$ cat src/rtl/execute_mem_stage_if.sv
// rtl/execute_mem_stage_if.sv - data-memory request/response bus between the stage and memory
// Signals:
//   dmem_req   : access request, held until dmem_ready
//   dmem_we    : 1 = store, 0 = load
//   dmem_addr  : byte address of the access
//   dmem_wdata : store data
//   dmem_ready : memory completes the access on this edge
//   dmem_rdata : load data, valid with dmem_ready
interface execute_mem_stage_if;
    logic        dmem_req;
    logic        dmem_we;
    logic [31:0] dmem_addr;
    logic [31:0] dmem_wdata;
    logic        dmem_ready;
    logic [31:0] dmem_rdata;

    modport master (
        output dmem_req,
        output dmem_we,
        output dmem_addr,
        output dmem_wdata,
        input  dmem_ready,
        input  dmem_rdata
    );

    modport slave (
        input  dmem_req,
        input  dmem_we,
        input  dmem_addr,
        input  dmem_wdata,
        output dmem_ready,
        output dmem_rdata
    );
endinterface

$ cat src/rtl/execute_mem_stage.sv
// rtl/execute_mem_stage.sv - execute/memory stage: branch resolve, one data access, writeback
// Ports:
//   clk, rst              : rising-edge clock, asynchronous active-low reset
//   in_valid / in_ready   : upstream handshake, accept when both high
//   ResultE .. PCTargetE  : ALU result, flags, store data, destination and control bits
//   PCSrcE / PCTargetM    : registered branch-taken pulse and latched branch target
//   dmem                  : data-memory bus (master side)
//   out_valid .. RegWriteW: one-cycle writeback pulse with result and destination
//   mem_err               : sticky flag, set when a memory access times out
module execute_mem_stage #(
    parameter int TIMEOUT = 16
) (
    input  logic                        clk,
    input  logic                        rst,
    input  logic                        in_valid,
    output logic                        in_ready,
    input  logic [31:0]                 ResultE,
    input  logic                        ZeroE,
    input  logic                        NegativeE,
    input  logic                        OverFlowE,
    input  logic                        CarryE,
    input  logic [31:0]                 WriteDataE,
    input  logic [4:0]                  RdE,
    input  logic                        RegWriteE,
    input  logic                        MemReadE,
    input  logic                        MemWriteE,
    input  logic                        BranchE,
    input  logic [2:0]                  Funct3E,
    input  logic [31:0]                 PCTargetE,
    output logic                        PCSrcE,
    output logic [31:0]                 PCTargetM,
    execute_mem_stage_if.master         dmem,
    output logic                        out_valid,
    output logic [31:0]                 ResultW,
    output logic [4:0]                  RdW,
    output logic                        RegWriteW,
    output logic                        mem_err
);

    localparam int CW = $clog2(TIMEOUT + 1);

    typedef enum logic [1:0] {
        IDLE     = 2'd0,
        MEM_WAIT = 2'd1,
        DONE     = 2'd2
    } state_t;

    state_t        state_q;
    logic [31:0]   addr_q;
    logic [31:0]   wdata_q;
    logic [4:0]    rd_q;
    logic          regwrite_q;
    logic          memread_q;
    logic          memwrite_q;
    logic [31:0]   target_q;
    logic          pcsrc_q;
    logic          out_valid_q;
    logic [31:0]   result_w_q;
    logic [4:0]    rd_w_q;
    logic          regwrite_w_q;
    logic          mem_err_q;
    logic [CW-1:0] wait_cnt_q;
    logic [CW-1:0] wait_cnt_d;
    logic          wait_expired;
    logic          branch_cond;
    logic          mem_is_load;

    always_comb begin
        branch_cond = 1'b0;
        case (Funct3E)
            3'b000:  branch_cond = ZeroE;
            3'b001:  branch_cond = ~ZeroE;
            3'b100:  branch_cond = NegativeE ^ OverFlowE;
            3'b101:  branch_cond = ~(NegativeE ^ OverFlowE);
            3'b110:  branch_cond = ~CarryE;
            3'b111:  branch_cond = CarryE;
            default: branch_cond = 1'b0;
        endcase
    end

    // The count that this idle MEM_WAIT cycle would reach; hitting TIMEOUT ends the access.
    assign wait_cnt_d   = wait_cnt_q + 1'b1;
    assign wait_expired = (wait_cnt_d == CW'(TIMEOUT));

    // Read and write both set is a store.
    assign mem_is_load  = memread_q & ~memwrite_q;

    always_ff @(posedge clk or negedge rst) begin
        if (!rst) begin
            state_q      <= IDLE;
            addr_q       <= '0;
            wdata_q      <= '0;
            rd_q         <= '0;
            regwrite_q   <= 1'b0;
            memread_q    <= 1'b0;
            memwrite_q   <= 1'b0;
            target_q     <= '0;
            pcsrc_q      <= 1'b0;
            out_valid_q  <= 1'b0;
            result_w_q   <= '0;
            rd_w_q       <= '0;
            regwrite_w_q <= 1'b0;
            mem_err_q    <= 1'b0;
            wait_cnt_q   <= '0;
        end else begin
            // Pulses default low; they are raised only on the edge entering their cycle.
            pcsrc_q      <= 1'b0;
            out_valid_q  <= 1'b0;
            regwrite_w_q <= 1'b0;
            case (state_q)
                IDLE: begin
                    if (in_valid) begin
                        addr_q     <= ResultE;
                        wdata_q    <= WriteDataE;
                        rd_q       <= RdE;
                        regwrite_q <= RegWriteE;
                        memread_q  <= MemReadE;
                        memwrite_q <= MemWriteE;
                        target_q   <= PCTargetE;
                        pcsrc_q    <= BranchE & branch_cond;
                        if (MemReadE || MemWriteE) begin
                            state_q    <= MEM_WAIT;
                            wait_cnt_q <= '0;
                        end else begin
                            state_q      <= DONE;
                            out_valid_q  <= 1'b1;
                            result_w_q   <= ResultE;
                            rd_w_q       <= RdE;
                            regwrite_w_q <= RegWriteE;
                        end
                    end
                end
                MEM_WAIT: begin
                    if (dmem.dmem_ready) begin
                        state_q     <= DONE;
                        out_valid_q <= 1'b1;
                        rd_w_q      <= rd_q;
                        if (mem_is_load) begin
                            result_w_q   <= dmem.dmem_rdata;
                            regwrite_w_q <= regwrite_q;
                        end else begin
                            result_w_q   <= addr_q;
                            regwrite_w_q <= 1'b0;
                        end
                    end else if (wait_expired) begin
                        state_q     <= DONE;
                        out_valid_q <= 1'b1;
                        mem_err_q   <= 1'b1;
                        result_w_q  <= '0;
                        rd_w_q      <= rd_q;
                    end else begin
                        wait_cnt_q <= wait_cnt_d;
                    end
                end
                DONE: begin
                    state_q <= IDLE;
                end
                default: begin
                    state_q <= IDLE;
                end
            endcase
        end
    end

    assign in_ready        = (state_q == IDLE);
    assign PCSrcE          = pcsrc_q;
    assign PCTargetM       = target_q;
    // Request is a decode of the state register so reset removes it without a clock edge.
    assign dmem.dmem_req   = (state_q == MEM_WAIT);
    assign dmem.dmem_we    = (state_q == MEM_WAIT) & memwrite_q;
    assign dmem.dmem_addr  = addr_q;
    assign dmem.dmem_wdata = wdata_q;
    assign out_valid       = out_valid_q;
    assign ResultW         = result_w_q;
    assign RdW             = rd_w_q;
    assign RegWriteW       = regwrite_w_q;
    assign mem_err         = mem_err_q;

endmodule

$ cat src/flat_wrapper.sv
// flat-port wrapper written by rule: the top's interface ports become plain ports
module execute_mem_stage_flat 
#(
    parameter int TIMEOUT = 16
)
  (clk, rst, in_valid, in_ready, ResultE, ZeroE, NegativeE, OverFlowE, CarryE, WriteDataE, RdE, RegWriteE, MemReadE, MemWriteE, BranchE, Funct3E, PCTargetE, PCSrcE, PCTargetM, out_valid, ResultW, RdW, RegWriteW, mem_err, dmem_dmem_req, dmem_dmem_we, dmem_dmem_addr, dmem_dmem_wdata, dmem_dmem_ready, dmem_dmem_rdata);
  execute_mem_stage_if dmem_i ();
  input  logic clk;
  input  logic rst;
  input  logic in_valid;
  output logic in_ready;
  input  logic [31:0] ResultE;
  input  logic ZeroE;
  input  logic NegativeE;
  input  logic OverFlowE;
  input  logic CarryE;
  input  logic [31:0] WriteDataE;
  input  logic [4:0] RdE;
  input  logic RegWriteE;
  input  logic MemReadE;
  input  logic MemWriteE;
  input  logic BranchE;
  input  logic [2:0] Funct3E;
  input  logic [31:0] PCTargetE;
  output logic PCSrcE;
  output logic [31:0] PCTargetM;
  output logic out_valid;
  output logic [31:0] ResultW;
  output logic [4:0] RdW;
  output logic RegWriteW;
  output logic mem_err;
  output wire logic [$bits(dmem_i.dmem_req)-1:0] dmem_dmem_req;
  output wire logic [$bits(dmem_i.dmem_we)-1:0] dmem_dmem_we;
  output wire logic [$bits(dmem_i.dmem_addr)-1:0] dmem_dmem_addr;
  output wire logic [$bits(dmem_i.dmem_wdata)-1:0] dmem_dmem_wdata;
  input wire logic [$bits(dmem_i.dmem_ready)-1:0] dmem_dmem_ready;
  input wire logic [$bits(dmem_i.dmem_rdata)-1:0] dmem_dmem_rdata;
  assign dmem_dmem_req = dmem_i.dmem_req;
  assign dmem_dmem_we = dmem_i.dmem_we;
  assign dmem_dmem_addr = dmem_i.dmem_addr;
  assign dmem_dmem_wdata = dmem_i.dmem_wdata;
  assign dmem_i.dmem_ready = dmem_dmem_ready;
  assign dmem_i.dmem_rdata = dmem_dmem_rdata;
  execute_mem_stage #(.TIMEOUT(TIMEOUT)) u_core (.clk(clk), .rst(rst), .in_valid(in_valid), .in_ready(in_ready), .ResultE(ResultE), .ZeroE(ZeroE), .NegativeE(NegativeE), .OverFlowE(OverFlowE), .CarryE(CarryE), .WriteDataE(WriteDataE), .RdE(RdE), .RegWriteE(RegWriteE), .MemReadE(MemReadE), .MemWriteE(MemWriteE), .BranchE(BranchE), .Funct3E(Funct3E), .PCTargetE(PCTargetE), .PCSrcE(PCSrcE), .PCTargetM(PCTargetM), .dmem(dmem_i), .out_valid(out_valid), .ResultW(ResultW), .RdW(RdW), .RegWriteW(RegWriteW), .mem_err(mem_err));
endmodule
$ cat config.mk
export PLATFORM = sky130hd
export DESIGN_NAME = execute_mem_stage_flat
export DESIGN_NICKNAME = d
export VERILOG_FILES = /design/src/rtl/execute_mem_stage_if.sv /design/src/rtl/execute_mem_stage.sv /design/src/flat_wrapper.sv
export SDC_FILE = /design/constraint.sdc
export NUM_CORES = 1
export LEC_CHECK = 0
export ABC_AREA = 1
export CORE_UTILIZATION = 40
export CTS_BUF_LIST = sky130_fd_sc_hd__clkbuf_8
export DETAILED_ROUTE_END_ITERATION = 12
export PLACE_DENSITY = 0.8
export SYNTH_ARGS = -nofsm -noshare
export SYNTH_HDL_FRONTEND = slang
export SYNTH_SLANG_ARGS = --single-unit
$ cat constraint.sdc
create_clock -name clk -period 1.5 [get_ports clk]
set_input_delay 0.3 -clock clk [delete_from_list [all_inputs] [get_ports clk]]
set_output_delay 0.3 -clock clk [all_outputs]
set_load 0.02 [all_outputs]
=== After elaboration in Yosys (flattened, before gate mapping) ===
Cells that the tools add are included.

* Bitwise logic cells: 9
* Mux-type cells: 34
* Equality and inequality tests: 13
* Reduce and logical (&&, ||, !) cells: 9
* $add $sub $neg: 1

{| class="wikitable"
|+ Operators by type and width
! kind !! number
|-
| 32-bit two-way mux || 5
|-
| 32-bit case mux with 2 select lines || 1
|-
| 5-bit two-way mux || 8
|-
| 5-bit case mux with 2 select lines || 2
|-
| 3-bit == test, second input constant || 4
|-
| 1-bit two-way mux || 10
|-
| 2-bit two-way mux || 4
|-
| 2-bit != test, second input constant || 4
|-
| 1-bit case mux with 6 select lines || 1
|-
| 5-bit by 1-bit adder with 5-bit output, second input constant || 1
|-
| 5-bit == test, second input constant || 1
|-
| 1-bit inverter || 5
|-
| 5-bit AND reduction || 1
|-
| 1-bit case mux with 2 select lines || 2
|-
| 2-bit case mux with 2 select lines || 1
|-
| 2-bit AND reduction || 2
|-
| 4-bit AND reduction || 1
|-
| 1-bit bitwise AND || 3
|-
| 3-bit by 1-bit == test with 1-bit output, second input constant || 1
|-
| 3-bit logical NOT || 1
|-
| 3-bit by 1-bit != test with 1-bit output, second input constant || 1
|-
| 3-bit AND reduction || 1
|-
| 2-bit by 1-bit == test with 1-bit output, second input constant || 1
|-
| 2-bit logical NOT || 1
|-
| 4 further kinds || 4
|}

* Input port bits: 148
* Register bits: 152

=== Logic depth before layout (Yosys ltp) ===
* Word-level depth: 6
* Gate-level depth with buffers: 10
* Depth with buffers taken out: 8

=== Worst setup path after synthesis ===
Ideal clock, no wire load.

* Path kind: register -> register
* Start: reg u_core.state_q[1]
* End: reg u_core.result_w_q[13] (netlist: u_core.ResultW[13])
* Data arrival time: 1.380 ns
* Buffers on the path: 2
* Stages on the path, launching flop included: 9
* Path slack: 0.003 ns
* Required time: 1.383 ns
* Cell sequence: dfrtp_1 -> nor2_2 -> nand2_1 -> o21ai_1 -> inv_2 -> buf_6 -> buf_6 -> nand3_1 -> nand2_1

* Longest elaborated chain between the ends: 3

{| class="wikitable"
|+ Ends and longest elaborated chain
! what !! line !! source
|-
| from (decl) || execute_mem_stage.sv:48 || <nowiki>state_t state_q;</nowiki>
|-
| from (signal assigned) || execute_mem_stage.sv:90 || <nowiki>state_q <= IDLE;</nowiki>
|-
| from (signal assigned) || execute_mem_stage.sv:122 || <nowiki>state_q <= MEM_WAIT;</nowiki>
|-
| from (signal assigned) || execute_mem_stage.sv:125 || <nowiki>state_q <= DONE;</nowiki>
|-
| 2-bit logical NOT (*) || -- ||
|-
| via in_ready || flat_wrapper.sv:11 || <nowiki>output logic in_ready;</nowiki>
|-
| 2-bit != test (no source line) / 2-bit nonzero test (equally long branches) || -- ||
|-
| 4-bit AND reduction (no source line) || -- ||
|-
| to (signal assigned) || execute_mem_stage.sv:127 || <nowiki>result_w_q <= ResultE;</nowiki>
|-
| to (signal assigned) || execute_mem_stage.sv:139 || <nowiki>result_w_q <= dmem.dmem_rdata;</nowiki>
|-
| to (signal assigned) || execute_mem_stage.sv:142 || <nowiki>result_w_q <= addr_q;</nowiki>
|-
| to (decl) || execute_mem_stage.sv:58 || <nowiki>logic [31:0] result_w_q;</nowiki>
|}

Mark *: on every way through the listed nets, which the timed path passes. The rest lies on a longest branch.
A chain may end at the register's enable or synchronous reset.

=== Worst setup path after layout ===
* Start: reg u_core.state_q[1]
* End: reg u_core.result_w_q[7] (netlist: u_core.ResultW[7])

* Longest elaborated chain between the ends: 3

{| class="wikitable"
|+ Ends and longest elaborated chain
! what !! line !! source
|-
| 2-bit by 1-bit == test with 1-bit output / 2-bit logical NOT (equally long branches) || execute_mem_stage.sv:110 || <nowiki>case (state_q)</nowiki>
|-
| 3-bit by 1-bit != test with 1-bit output (no source line), or another cell as far along || -- ||
|-
| 4-bit AND reduction (no source line) || -- ||
|}

Parallel ways exist; a longest one is shown, timed or not.

==> flow_metrics.tcl <==
set metrics [dict create \
    status "finished, violations left" \
    violations "negative setup slack" \
    postRouteAntennaNets 0 \
    rows 47 \
    fin_ws_ns -0.171 \
    setup_viol 138 \
    max_freq_ghz 0.598 \
    grt_use_total_pct 25.9 \
    synth_area_leaders "dfrtp_1, nand2_1, nand3_1" \
    cts_root_buf "clkbuf_8" \
    dr.pass1.iters 5 \
    path_max_fanout 8 \
    avgSynthCellArea_sq_um 7.90 \
    vias 7533 \
    cp-start-kind "flop" \
    clkPwrFrac_pct 15.8 \
    powerDensity_mw_per_mm2 1690 \
    drv.max_cap_violation_count 0 \
    viasPerCell 5.15 \
    irDropWorstVdd_mv 0.986 \
    fin_crit_ns 1.67 \
    drt_iter0_drc 505 \
    antenna_cells 0 \
    grt_max_degree 66 \
    multi_input_area_sq_mm 0.00337 \
    grt_pass1_wl_um 35900 \
    die-area_sq_mm 0.0178 \
    p_switching_mw 8.90 \
    clockBufferDepth 2 \
    nets 1379 \
    core_sq_mm 0.0167 \
    regArea_sq_mm 0.00381 \
    cts_tree "yes" \
    area_growth_syn_to_layout_pct 81.7 \
    fillers 1138 \
    timing.rr.end "u_core.ResultW[7]" \
    endpoint_kind "flop" \
    synth_top_area_share_pct 55.2 \
    rr_startpoint "u_core.state_q[1]" \
    instances_no_fill 1462 \
    timing.final.crit_share_pct 111 \
    antenna_found_initial 0 \
    worstPathArrival_ns 2.06 \
    yosys_register_bits 152 \
    synth_edf_count 0 \
    final_hold_viol_count 0 \
    htreeDepth 4 \
    p_int_mw 12.2 \
    leakage_nw 6.36 \
    crit_start "u_core.state_q[1]" \
    r2r_slack_ns -0.17 \
    p_sw_share_pct 42.1 \
    start_util_pct 41.3 \
    synth_cell_types 26 \
    gp_congestion 0.851 \
    worstHoldPathType "primary input to asynchronous set/reset pin" \
    worstSetupPathType "flop to flop" \
    dp_cells 1374 \
    worstSkewPairLatency_ns 0.45 \
    clk_pin_slew_ns 0.09 \
    wl_per_cell_um 18.2 \
    synthArstFlopShare_pct 100 \
    synth_nets 1022 \
    worstPathRequired_ns 1.89 \
    r2r_cells 10 \
    synthesis.area_sq_mm 0.00690 \
    port_buffers 287 \
    syn_inst 873 \
    synth-seq-area-share_pct 55.2 \
    cts.sinks 152 \
    drc 0 \
    die_y_um 133 \
    grt_pass1_vias 6979 \
    relSlewSlack_pct 77.8 \
    fp.dieW_um 133 \
    wirelength_um 26600 \
    yosys.area.top_type "dfrtp_1" \
    gr-total-overflow 0 \
    finalClockSkew_ns 0.0154 \
    power_frac_seq_pct 32.6 \
    drive_gt1_share_pct 29.1 \
    pre_cts_ws_ns -0.343 \
    dp_hpwl_um 15500 \
    tightest_slew_ns 0.334 \
    pwr-share-comb_pct 51.5 \
    synthFlopType "dfrtp_1" \
    ys_warn_count 0 \
    maxSlewViolCount 0 \
    rsz0062_at_grt "yes" \
    numCtsBuffers 17 \
    ios 288 \
]
==> kinds of logic after synthesis <==
family	after synthesis	share of synthesized area (%)
AO/OA/AOI/OAI	86	7.15
XOR/XNOR	1	0.127
adder cells (fa/ha/maj)	1	0.181
buffers and inverters	137	8.22
flip-flops	152	55.2
AND/OR/NAND/NOR	496	29.2
==> final cells by class <==
cell class | count | share of cell area (%)
well taps | 220 | 2.20
clock buffers | 19 | 2.09
multi-input cells | 584 | 26.9
clock inverters | 12 | 1.22
repair buffers | 389 | 34.6
inverters | 86 | 2.70
flip-flops and latches | 152 | 30.4
==> power by group through the flow <==
stage	clock [mW]	combinational, mW	sequential (mW)
5_1_grt	3.56	11.6	7.05
4_1_cts	3.38	9.49	6.70
3_3_place_gp	0	9.43	6.76
3_5_place_dp	0	9.64	6.77
2_1_floorplan	0	2.88	8.47
6_report	3.34	10.9	6.89
==> metal layers <==
layer,track usage (%),vias to the layer above,wire [um]
met5,0,-,0
met3,7.57,51,2310
met2,45.4,401,13800
met4,8.02,0,675
met1,30.6,3615,9810
li1,-,3466,-
==> layout by cell type, fill, tap and decap left out, types with 27 or more instances in the layout <==
| master | netlist | routed |
|---|---|---|
| dfrtp_1 | 152 | 150 |
| clkbuf_2 | 0 | 41 |
| nand3_1 | 88 | 46 |
| clkdlybuf4s50_1 | 0 | 146 |
| buf_12 | 0 | 27 |
| nor2_1 | 37 | 34 |
| nand2_2 | 1 | 64 |
| nand3_2 | 0 | 39 |
| inv_1 | 79 | 80 |
| clkdlybuf4s15_1 | 0 | 78 |
| nand2_1 | 361 | 262 |
| nand2_4 | 1 | 35 |
==> sequential cells by signal (all words and copies together) (netlist names) <==
| register | flops |
|---|---|
| u_core.PCSrcE | 1 |
| u_core.PCTargetM | 32 |
| u_core.RdW | 5 |
| u_core.RegWriteW | 1 |
| u_core.ResultW | 32 |
| u_core.dmem.dmem_addr | 32 |
| u_core.dmem.dmem_wdata | 32 |
| u_core.mem_err | 1 |
| u_core.memread_q | 1 |
| u_core.memwrite_q | 1 |
| u_core.out_valid | 1 |
| u_core.rd_q | 5 |
| u_core.regwrite_q | 1 |
| u_core.state_q | 2 |
| u_core.wait_cnt_q | 5 |
==> Yosys cell counts (2+ instances only) <==
| library cell | number |
|---|---|
| o21ai_0 | 24 |
| buf_2 | 30 |
| a21oi_1 | 2 |
| nor2_1 | 37 |
| inv_1 | 79 |
| nand2_1 | 361 |
| inv_2 | 7 |
| nand4_1 | 3 |
| buf_6 | 2 |
| nor2_4 | 2 |
| o22ai_1 | 32 |
| dfrtp_1 | 152 |
| clkbuf_1 | 15 |
| o21ai_1 | 25 |
| buf_1 | 4 |
| nand3_1 | 88 |
==> what timing repair did <==
action / CTS / global route
setup buffers: 17 / 13
gates resized for setup: 235 / 353
hold endpoints to repair: 152 / 0
endpoints found under the setup margin: 214 / 253
hold buffers: 1 / 0
pin swaps: 16 / 69
gates cloned: 11 / 20
==> stage by stage <==
step | utilization (%) | setup TNS (ns) | area [sq um] | hold WS [ns] | power (mW)
CTS | 67.7 | -17.04 | 11300 | 0.229 | 19.6
floorplan | - | 0 | 6900 | 0.00441 | 11.4
global placement | 62.2 | -13.03 | 10400 | 0.143 | 16.2
detailed placement | 62.2 | -14.61 | 10400 | 0.143 | 16.4
finish | 75.1 | -10.37 | 12500 | 0.256 | 21.1
global route | 75.1 | -18.19 | 12500 | 0.258 | 22.2
==> critical path: stages (launching register included) <==
cell	delay [ns]
dfrtp_2	0.45
inv_2	0.08
nand2_4	0.06
buf_12	0.14
nor2_4	0.16
buf_12	0.15
buf_8	0.14
nand2_1	0.05
o22ai_1	0.17
nand3_1	0.13
nand2_1	0.08
==> how the worst max path moves through the flow <==
stage	endpoint	slack, ns
floorplan	u_core.ResultW[13]	0.003
global placement	u_core.ResultW[12]	-0.33
detailed placement	u_core.ResultW[10]	-0.34
CTS	dmem_dmem_we	-0.21
global route	u_core.ResultW[21]	-0.25
finish	u_core.ResultW[7]	-0.17
(Power assumes the default switching activity.)
